### src/rtl/dense_feed_ctrl.sv
// Purpose: buffers one D-element vector, clears the dense layer, replays the vector at 1 element per 2 cycles, then captures and holds the result.
// Latency: CLEAR 1 cycle after the last input beat, then 2*D FEED cycles, then WAIT until dense_valid_i; HOLD starts the next cycle.
// Backpressure: in_ready_o deasserts when the buffer is full or during CLEAR/FEED; out_ready_i low parks the block in HOLD with out_data_o stable.
module dense_feed_ctrl #(
  parameter int D          = 64,
  parameter int B          = 7,
  parameter int DATA_WIDTH = 8
) (
  input  logic                      clk,
  input  logic                      rstn,
  input  logic                      in_valid_i,
  output logic                      in_ready_o,
  input  logic [DATA_WIDTH-1:0]     in_data_i,
  output logic                      dense_rstn_o,
  output logic                      dense_valid_o,
  output logic [DATA_WIDTH-1:0]     dense_data_o,
  input  logic                      dense_valid_i,
  input  logic [DATA_WIDTH*B-1:0]   dense_data_i,
  output logic                      out_valid_o,
  input  logic                      out_ready_i,
  output logic [DATA_WIDTH*B-1:0]   out_data_o,
  output logic                      err_o
);

  function automatic int clogb2(input int v);
    int r;
    r = 0;
    for (int i = 0; i < 31; i++) begin
      if ((1 << i) < v) r = i + 1;
    end
    return r;
  endfunction

  localparam int AW = (clogb2(D) > 0) ? clogb2(D) : 1;
  localparam int CW = AW + 1;
  localparam int PW = (clogb2(D - 1) > 0) ? clogb2(D - 1) : 1;
  localparam logic [CW-1:0] D_CNT   = CW'(D);
  localparam logic [PW-1:0] LAST_IX = PW'(D - 1);

  typedef enum logic [2:0] {
    S_LOAD  = 3'd0,
    S_CLEAR = 3'd1,
    S_FEED  = 3'd2,
    S_WAIT  = 3'd3,
    S_HOLD  = 3'd4
  } state_t;

  state_t                 state;
  logic [DATA_WIDTH-1:0]  vec_buf [D];
  logic [CW-1:0]          wr_cnt;
  logic [CW-1:0]          wr_cnt_nxt;
  logic [PW-1:0]          rd_ptr;
  logic [PW-1:0]          rd_nxt;
  logic                   phase;
  logic                   rst_done;
  logic                   load_state;
  logic                   accept;

  // Loading is allowed whenever the buffer is not being replayed; ready is gated until the first edge after reset release.
  assign load_state = (state == S_LOAD) || (state == S_WAIT) || (state == S_HOLD);
  assign in_ready_o = rst_done & load_state & (wr_cnt < D_CNT);
  assign accept     = in_valid_i & in_ready_o;
  assign wr_cnt_nxt = accept ? (wr_cnt + 1'b1) : wr_cnt;
  assign rd_nxt     = rd_ptr + 1'b1;

  // Reset-release flag that keeps in_ready_o low until the clock has ticked once out of reset.
  always_ff @(posedge clk or negedge rstn) begin
    if (!rstn) rst_done <= 1'b0;
    else       rst_done <= 1'b1;
  end

  // Element storage; contents are don't-care until written, so no reset.
  always_ff @(posedge clk) begin
    if (accept) vec_buf[wr_cnt[AW-1:0]] <= in_data_i;
  end

  // Sequencer with all outputs registered against the next state.
  always_ff @(posedge clk or negedge rstn) begin
    if (!rstn) begin
      state         <= S_LOAD;
      wr_cnt        <= '0;
      rd_ptr        <= '0;
      phase         <= 1'b0;
      dense_rstn_o  <= 1'b0;
      dense_valid_o <= 1'b0;
      dense_data_o  <= '0;
      out_valid_o   <= 1'b0;
      out_data_o    <= '0;
      err_o         <= 1'b0;
    end else begin
      wr_cnt       <= wr_cnt_nxt;
      dense_rstn_o <= 1'b1;

      // A result outside WAIT, or a beat offered into a full buffer while loading, is a protocol fault.
      if ((dense_valid_i && (state != S_WAIT)) ||
          (in_valid_i && (state == S_LOAD) && (wr_cnt == D_CNT))) begin
        err_o <= 1'b1;
      end

      case (state)
        S_LOAD: begin
          if (wr_cnt_nxt == D_CNT) begin
            state        <= S_CLEAR;
            dense_rstn_o <= 1'b0;
          end
        end
        S_CLEAR: begin
          rd_ptr        <= '0;
          phase         <= 1'b0;
          dense_valid_o <= 1'b1;
          dense_data_o  <= vec_buf[0];
          state         <= S_FEED;
        end
        S_FEED: begin
          if (!phase) begin
            phase         <= 1'b1;
            dense_valid_o <= 1'b0;
          end else begin
            phase  <= 1'b0;
            rd_ptr <= rd_nxt;
            if (rd_ptr == LAST_IX) begin
              // Whole vector handed over: the buffer is free for the next one.
              wr_cnt <= '0;
              state  <= S_WAIT;
            end else begin
              dense_valid_o <= 1'b1;
              dense_data_o  <= vec_buf[rd_nxt];
            end
          end
        end
        S_WAIT: begin
          if (dense_valid_i) begin
            out_data_o  <= dense_data_i;
            out_valid_o <= 1'b1;
            state       <= S_HOLD;
          end
        end
        S_HOLD: begin
          if (out_ready_i) begin
            out_valid_o <= 1'b0;
            // A vector completed in this same cycle goes straight to the clear.
            if (wr_cnt_nxt == D_CNT) begin
              state        <= S_CLEAR;
              dense_rstn_o <= 1'b0;
            end else begin
              state <= S_LOAD;
            end
          end
        end
        default: state <= S_LOAD;
      endcase
    end
  end

endmodule

### config.mk
export PLATFORM = sky130hd
export DESIGN_NAME = dense_feed_ctrl
export DESIGN_NICKNAME = d
export VERILOG_FILES = /design/src/rtl/dense_feed_ctrl.sv
export SDC_FILE = /design/constraint.sdc
export NUM_CORES = 1
export LEC_CHECK = 0
export CAP_MARGIN = 5
export CORE_MARGIN = 2
export CORE_UTILIZATION = 35
export CTS_BUF_LIST = sky130_fd_sc_hd__clkbuf_4 sky130_fd_sc_hd__clkbuf_8
export DETAILED_ROUTE_END_ITERATION = 12
export PLACE_DENSITY_LB_ADDON = 0.08
export SLEW_MARGIN = 25
export SYNTH_ARGS = -nofsm -noshare
export SYNTH_HDL_FRONTEND = slang
export SYNTH_SLANG_ARGS = --single-unit
### constraint.sdc
create_clock -name clk -period 5 [get_ports clk]
set_input_delay 1 -clock clk [delete_from_list [all_inputs] [get_ports clk]]
set_output_delay 1 -clock clk [all_outputs]
set_load 0.005 [all_outputs]
== Word level (Yosys, flattened, before mapping) ==
Memories as Yosys holds them, arrays and structs flattened.
Cells that the tools add are included.

* ROM bits: 0
* Logic and storage cells: 77
* Register bits after elaboration: 86
* Input bits: 69
* RAM bits: 512
* Output and inout bits: 69
* Memories kept: 1
* Latch bits: 0

{| class="wikitable"
|+ Memory list
! name !! depth !! bits a word !! rd ports !! clocked after Yosys merged registers in !! write ports !! line !! text
|-
| vec_buf || 64 || 8 || 2 || 0 || 1 || 49 || <nowiki>logic [DATA_WIDTH-1:0] vec_buf [D];</nowiki>
|}

* Order comparisons: 1
* Eq/ne operators: 15
* Shift-type cells: 0
* Multiplexer cells: 29
* Div/mod/pow operators: 0
* Add/subtract/negate cells: 2
* Bitwise operators: 3
* Multipliers: 0
* Reduce and logical (&&, ||, !) cells: 15

{| class="wikitable"
|+ Operators by type and width
! operator !! number
|-
| 7-bit two-way mux || 4
|-
| 8-bit two-way mux || 2
|-
| 8-bit case mux with 2 select lines || 1
|-
| 3-bit two-way mux || 5
|-
| 3-bit case mux with 5 select lines || 1
|-
| 7-bit equality test, second input constant || 2
|-
| 6-bit case mux with 2 select lines || 1
|-
| 1-bit two-way mux || 10
|-
| 2-bit != test, second input constant || 5
|-
| 1-bit case mux with 2 select lines || 4
|-
| 7-bit by 1-bit adder with 7-bit output, second input constant || 1
|-
| 7-bit less-than comparator, second input constant || 1
|-
| 6-bit by 1-bit adder with 6-bit output, second input constant || 1
|-
| 3-bit by 2-bit equality test with 1-bit output, second input constant || 2
|-
| 6-bit equality test, second input constant || 1
|-
| 6-bit two-way mux || 1
|-
| 2-bit AND reduction || 3
|-
| 3-bit AND reduction || 2
|-
| 5-bit AND reduction || 1
|-
| 2-bit nonzero test || 2
|-
| 1-bit bitwise AND || 3
|-
| 3-bit by 1-bit equality test with 1-bit output, second input constant || 1
|-
| 3-bit equality test, second input constant || 1
|-
| 1-bit logical AND || 3
|-
| 5 further kinds || 7
|}

== Depth between registers and ports, before layout ==
Gate-level depths: netlist of run 1.

* Word-level depth: 11
* Mapped depth: 11
* Depth with buffers taken out: 7

== Worst setup path before layout of run 1 ==
No wires, ideal clock.

* Path kind: input to register
* Start point: input port in_valid_i
* End point: memory vec_buf[41][0], enable pin
* Buffers on the path: 0
* Arrival time: 2,242 ps
* Stages on the path: 5
* Path slack: 2,388 ps
* Data required time: 4,630 ps
* Library setup time: 370 ps
* Cells stage by stage: inv_1 > a211o_1 > nor2_1 > nand3_1 > nor2_1

* Cells in the longest elaborated chain, start to end: 3

{| class="wikitable"
|+ Ends and longest elaborated chain
! what !! line !! text
|-
| from (decl) || 11 || <nowiki>input logic in_valid_i,</nowiki>
|-
| 1-bit bitwise AND || 62 || <nowiki>assign accept = in_valid_i & in_ready_o;</nowiki>
|-
| 1-bit two-way mux || 74 || <nowiki>if (accept) vec_buf[wr_cnt[AW-1:0]] <= in_data_i;</nowiki>
|-
| 1-bit two-way mux (implied by the code) || 74 ||
|-
| to (decl) || 49 ||
|}

No other way between the ends.

== Worst setup path after layout of run 1 ==
* Start point: register rd_ptr[0]
* End point: register dense_data_o[7]

* Cells in the longest elaborated chain, start to end: 5
* Elaborated cells between the ends (all ways): 8
* Classes of those cells: add/sub (1); eq/ne (2); mux (3); reduce/logical (1); memory (1)

{| class="wikitable"
|+ Ends and longest elaborated chain
! what !! line !! text
|-
| from (decl) || 52 || <nowiki>logic [PW-1:0] rd_ptr;</nowiki>
|-
| from (signal assigned) || 120 || <nowiki>rd_ptr <= rd_nxt;</nowiki>
|-
| 6-bit by 1-bit adder with 6-bit output || 64 || <nowiki>assign rd_nxt = rd_ptr + 1'b1;</nowiki>
|-
| memory 64 x 8 bit || - ||
|-
| 8-bit two-way mux || 121 || <nowiki>if (rd_ptr == LAST_IX) begin</nowiki>
|-
| 8-bit two-way mux || 115 || <nowiki>if (!phase) begin</nowiki>
|-
| 8-bit case mux with 2 select lines || 100 || <nowiki>case (state)</nowiki>
|-
| to (signal assigned) || 111 || <nowiki>dense_data_o <= vec_buf[0];</nowiki>
|-
| to (signal assigned) || 127 || <nowiki>dense_data_o <= vec_buf[rd_nxt];</nowiki>
|-
| to (decl) || 16 || <nowiki>output logic [DATA_WIDTH-1:0] dense_data_o,</nowiki>
|}

Parallel ways exist; a longest one is shown, timed or not. The select of a mux whose other input is x is not followed.
A chain may end at the register's enable or synchronous reset.

==> metrics.txt, run 1 <==
WP data required 5620 ps; Starting Density 0.355; TritonCTS buffer count 101; Worst VDD drop 0.190 mV; post-route clock period utilization 0.736; gpl congestion 0.801; Cells after Synth 1305; Final Hold Fails 0; FILL cells 5966; clock latency on the worst-skew pair 710 ps; final setup margin 1320 ps; WL/cell 27.1 microns; RSZ-0062 raised after global routing no; drt via density 5.26; Vias 13.0k; Synthesized Nets 1377; critical path peak fanout 33; worst-margin pin slew 1010 ps; Reg2Reg Launch Point rd_ptr[0]; dpl ws 921 ps; CTS tree done; I/O pins 138; leakage 0.00947 uW; Area contributors post-synth edfxtp_1, mux4_2, dfrtp_1; Worst setup SP type register; clk slew on worst S/H paths 60 ps; Pwr Density 355 nW/um^2; All-Layer GR Usage 0.191; crit end category register; die height 265 microns; R2R Path End dense_data_o[7]; DR iter-0 viols 1212; Hold Path Class in2async; Setup TNS 0 ps; CP Class reg2reg; Setup Skew 43.7 ps; MaxCap Viol Count 0; fin nets 1580; Longest Clk Path Bufs 3; Synth Register Bits 598; IO Port Bufs 137; min Tclk post-route 3680 ps; DP Wirelength 41800 microns; Remaining DRCs 0; largest net degree at the start of global routing 67; cell taking the most area after synthesis edfxtp_1; Resized Gates After CTS 0; Slew Limit Headroom 0.324; Crit path arrival time 4300 ps; max-slew violations 0; post-synthesis cell type count 55; Area growth syn-to-layout 18.9%; share of layout cells above drive strength 1 0.248; Routed WL 66900 microns; Peak Freq 0.272 GHz; htree depth 3; die width 265 microns; first-pass GRT wire length 96700 microns; gr ovfl total 0; Synth top area share 0.645; initial antenna violation count 1; postcts setup bufs 0; vias in the first global route 13.5k; Cell Rows 95; setup slack, reg-to-reg 1320 ps; fraction of registers with async set/reset 0.144; # setup viols final 0; outcome completed; root buf cell clkbuf_8; worst r2r path cells 8; Post-synth top cells edfxtp_1, mux4_2, nor2_1; sequential share of the synthesized area 0.735; syn_area_per_cell 18.3 sq um; Synth warnings 0; Core ar. 67300 sq um; Die Area 70300 sq um; clk sinks 598; ANT nets after route 0; EDFF count, synth 512; ys flop type edfxtp_1; top-count cell post-synth edfxtp_1; # hold bufs at CTS 0; Initial DRT Pass Iterations 5; Cell Area, Synth 23900 sq um
-- final cells by class --
cell class                 instances  area (sq um)  share of cell area
timing repair buffer             175          1660              0.0586
clock inverter                    40           297              0.0105
inverter                           7          26.3            0.000926
clock buffer                     147          1770              0.0625
sequential                       598         17500               0.618
antenna                            1          2.50           0.0000882
multi-input combinational        625          5990               0.211
tap                              873          1090              0.0385
-- worst max path at each step --
stage,startpoint,endpoint,cells after the start
after floorplan,in_valid_i,vec_buf[41][0],5
after CTS,rd_ptr[0],dense_data_o[0],8
after detailed placement,in_valid_i,vec_buf[37][6],5
after global placement,in_valid_i,vec_buf[16][0],6
after global routing,rd_ptr[0],dense_data_o[7],8
final,rd_ptr[0],dense_data_o[7],8
-- stage by stage --
step | hold WS (ps) | std cells | power [uW] | instance area, sq um | utilization
2_1_floorplan | 467 | 1305 | 5530 | 23900 | -
3_3_place_gp | 486 | 2278 | 5700 | 26300 | 0.391
3_5_place_dp | 492 | 2278 | 5700 | 26300 | 0.391
4_1_cts | 257 | 2465 | 10200 | 28400 | 0.422
5_1_grt | 307 | 2466 | 10500 | 28400 | 0.422
6_report | 304 | 2466 | 10100 | 28400 | 0.422
-- flip-flops by register name, summed over array words and instances, names as in the netlist --
name           flops
dense_valid_o      1
dense_rstn_o       1
rst_done           1
vec_buf          512
out_valid_o        1
dense_data_o       8
wr_cnt             7
rd_ptr             6
err_o              1
out_data_o        56
state              3
phase              1
-- report_power, final --
group	internal, uW	leakage (uW)	switching (uW)
combinational	50.3	0.00263	121
clock	2450	0.00111	2040
sequential	5420	0.00573	0.806
total	7920	0.00947	2160
-- cell usage in the layout (no fill, tap or decap), drive strengths merged, types with 10 or more instances in the layout --
cell / instances
nor2: 100
mux2: 57
nand2: 90
clkinv: 30
mux4: 109
edfxtp: 512
buf: 47
clkdlybuf4s50: 128
and3: 16
mux2i: 69
a21oi: 29
nand3: 17
clkbuf: 147
inv: 14
dfrtp: 86
a31oi: 12
o21ai: 11
a311o: 10
-- worst max-delay path, cell delays in order (launching register included) --
cell and delay (ps):
dfrtp_4 730, ha_4 320, xor2_4 810, buf_12 310, mux4_2 250, mux2i_1 140, a32o_1 360, or3_1 420
a31oi_1 200
-- logic make-up after synthesis --
group,Yosys count,share of synthesized area
buffers and inverters,82,0.0169
flip-flops,598,0.735
other,1,0.000157
XOR/XNOR,11,0.00435
adder cells (fa/ha/maj),3,0.00157
AND/OR/NAND/NOR,261,0.0485
AO/OA/AOI/OAI,114,0.0350
multiplexers,235,0.159
-- routing by layer --
| layer | up-vias | routed length [microns] | GRT usage |
|---|---|---|---|
| met4 | 0 | 1430 | 0.0588 |
| li1 | 5611 | - | - |
| met1 | 6752 | 31100 | 0.277 |
| met2 | 507 | 30300 | 0.296 |
| met5 | - | 0 | 0 |
| met3 | 99 | 4020 | 0.0345 |
No activity file was read; power rests on OpenSTA's default activity.
==> run 2, diff against run 1 <==
- clock period: 5 -> 3.8 ns (I/O delays scaled with it)
==> metrics.txt, run 2 (synthesis gave the netlist of run 1 again) <==
total power 13300 uW (was 10100 uW); IO Port Bufs 137 (unchanged); Setup TNS 0 ps (unchanged); setup slack, reg-to-reg 360 ps (was 1320 ps); DP Cell Count 2357 (was 2278); clock latency on the worst-skew pair 690 ps (was 710 ps); Longest Clk Path Bufs 3 (unchanged); All-Layer GR Usage 0.191 (about the same); Pwr Density 457 nW/um^2 (was 355 nW/um^2); Placed Area 26900 sq um (was 26300 sq um); Routed WL 66800 microns (was 66900 microns); crit end category register (unchanged); root buf cell clkbuf_8 (unchanged); Worst VDD drop 0.227 mV (was 0.190 mV); # setup viols final 0 (unchanged); WP data required 4340 ps (was 5620 ps); number of flip-flops in the largest register 512 (unchanged); Die Area 70300 sq um (unchanged); # hold bufs at CTS 0 (unchanged); crit-path max cell delay 860 ps (was 810 ps); crit path max-delay cell type a2111oi_0 (was xor2_4); cell area after layout 29000 sq um (was 28400 sq um); Cell Rows 95 (unchanged); first-pass GRT wire length 97400 microns (was 96700 microns); die width 265 microns (unchanged); CP Cell Sequence buf_12 -> nand3_4 -> o21ai_1 -> nand2_1 -> a2111oi_0 -> a311o_1 -> a31oi_1 (was ha_4 -> xor2_4 -> buf_12 -> mux4_2 -> mux2i_1 -> a32o_1 -> or3_1 -> a31oi_1); share of power burned in registers 0.537 (was 0.538); I/O pins 138 (unchanged); WL/cell 26.2 microns (was 27.1 microns); DR iter-0 viols 1195 (was 1212); die height 265 microns (unchanged); multi-input logic area 5980 sq um (was 5990 sq um); MaxCap Viol Count 0 (unchanged); DP Wirelength 42400 microns (was 41800 microns); Slew Limit Headroom 0.299 (was 0.324); largest net degree at the start of global routing 66 (was 67); gr ovfl total 0 (unchanged); Peak Freq 0.290 GHz (was 0.272 GHz); commonest non-fill, non-tap cell in the layout edfxtp_1 (unchanged); Clock power frac 0.446 (was 0.445); Final Hold Fails 0 (unchanged); clk slew on worst S/H paths 60 ps (about the same); CP Class reg2reg (unchanged); R2R Path End dense_data_o[6] (was dense_data_o[7]); non-filler cells, final 2547 (was 2466); gpl congestion 0.830 (was 0.801); vias in the first global route 13.6k (was 13.5k); power share of the combinational group 0.017 (about the same); Setup crit end dense_data_o[6] (was dense_data_o[7]); Resized Gates After CTS 0 (unchanged); Setup Skew 24.5 ps (was 43.7 ps); Hold Path Class in2async (unchanged); Initial DRT Pass Iterations 5 (unchanged); max-slew violations 0 (unchanged); switching part of the total 0.207 (was 0.214); htree depth 3 (unchanged); FILL cells 5902 (was 5966); outcome completed (unchanged); Starting Density 0.355 (unchanged); Core ar. 67300 sq um (unchanged); worst r2r path cells 7 (was 8); ANT nets after route 0 (unchanged); clk sinks 598 (unchanged); TritonCTS buffer count 102 (was 101); fin nets 1660 (was 1580); most frequent cells in the layout edfxtp_1, clkdlybuf4s50_1, clkbuf_8, buf_4, mux4_2 (was edfxtp_1, clkdlybuf4s50_1, mux4_2); Net Switching 2750 uW (was 2160 uW); internal power 10500 uW (was 7920 uW); Reg2Reg Launch Point rd_ptr[0] (unchanged); CP startpoint rd_ptr[0] (unchanged); FF+latch area 17500 sq um (unchanged); critical path peak fanout 55 (was 33); drt via density 5.21 (was 5.26); RSZ-0062 raised after global routing no (unchanged); Crit path arrival time 3980 ps (was 4300 ps); Vias 13.3k (was 13.0k); min Tclk post-route 3440 ps (was 3680 ps); Area growth syn-to-layout 21.7% (was 18.9%); leakage 0.00990 uW (was 0.00947 uW); post-route clock period utilization 0.906 (was 0.736); worst-margin pin slew 1050 ps (was 1010 ps); Worst setup SP type register (unchanged); Remaining DRCs 0 (unchanged); initial antenna violation count 2 (was 1); share of layout cells above drive strength 1 0.281 (was 0.248); CTS tree done (unchanged); postcts setup bufs 0 (unchanged); final hold slack 83.7 ps (was 304 ps)
run 2: how the worst min path moves through the flow:
stage                            endpoint  slack, ps  depth (start not counted)
final                      out_data_o[42]         80                          1
after global routing       out_data_o[42]         80                          1
after CTS                  out_data_o[42]         50                          1
after detailed placement            err_o        480                          2
after global placement              err_o        480                          2
after floorplan           dense_data_o[0]        460                          0
run 2: layout make-up:
class                           instances  share of cell area
Antenna cell                            3            0.000259
Tap cell                              873              0.0376
Clock buffer                          152              0.0641
Sequential cell                       598               0.604
Timing Repair Buffer                  254              0.0791
Inverter                                7            0.000905
Multi-Input combinational cell        625               0.206
Clock inverter                         35             0.00832
run 2: worst max-delay path, delay by kind of cell, from the launching register on:
family | cells | cell delay (ps)
AOI/OAI and AO/OA | 4 | 1970
and+or+nand+nor | 2 | 500
buffers and inverters | 1 | 360
DFF | 1 | 470
run 2: routing by layer:
metal	vias to the layer above	share of wire	GRT usage
met5	-	0	0
met4	0	0.021	0.0577
met3	86	0.068	0.0380
met2	541	0.44	0.285
met1	6877	0.47	0.284
li1	5766	-	-
run 2: power by group through the flow:
stage / combinational (uW) / clock (uW) / sequential, uW
3_5_place_dp: 229 / 0 / 7270
3_3_place_gp: 230 / 0 / 7270
6_report: 220 / 5930 / 7130
2_1_floorplan: 5.83 / 0 / 7270
5_1_grt: 239 / 6380 / 7130
4_1_cts: 230 / 6110 / 7130
run 2: per-stage QoR:
step,worst slack (ps),util
2_1_floorplan,1340,-
3_3_place_gp,416,0.400
3_5_place_dp,508,0.400
4_1_cts,407,0.431
5_1_grt,313,0.431
6_report,357,0.432
==> run 3, diff against run 2 <==
- SKIP_CTS_REPAIR_TIMING: default -> 1
==> results of run 3 <==
No change in the layout: final DEF, timing and power equal those of run 2.
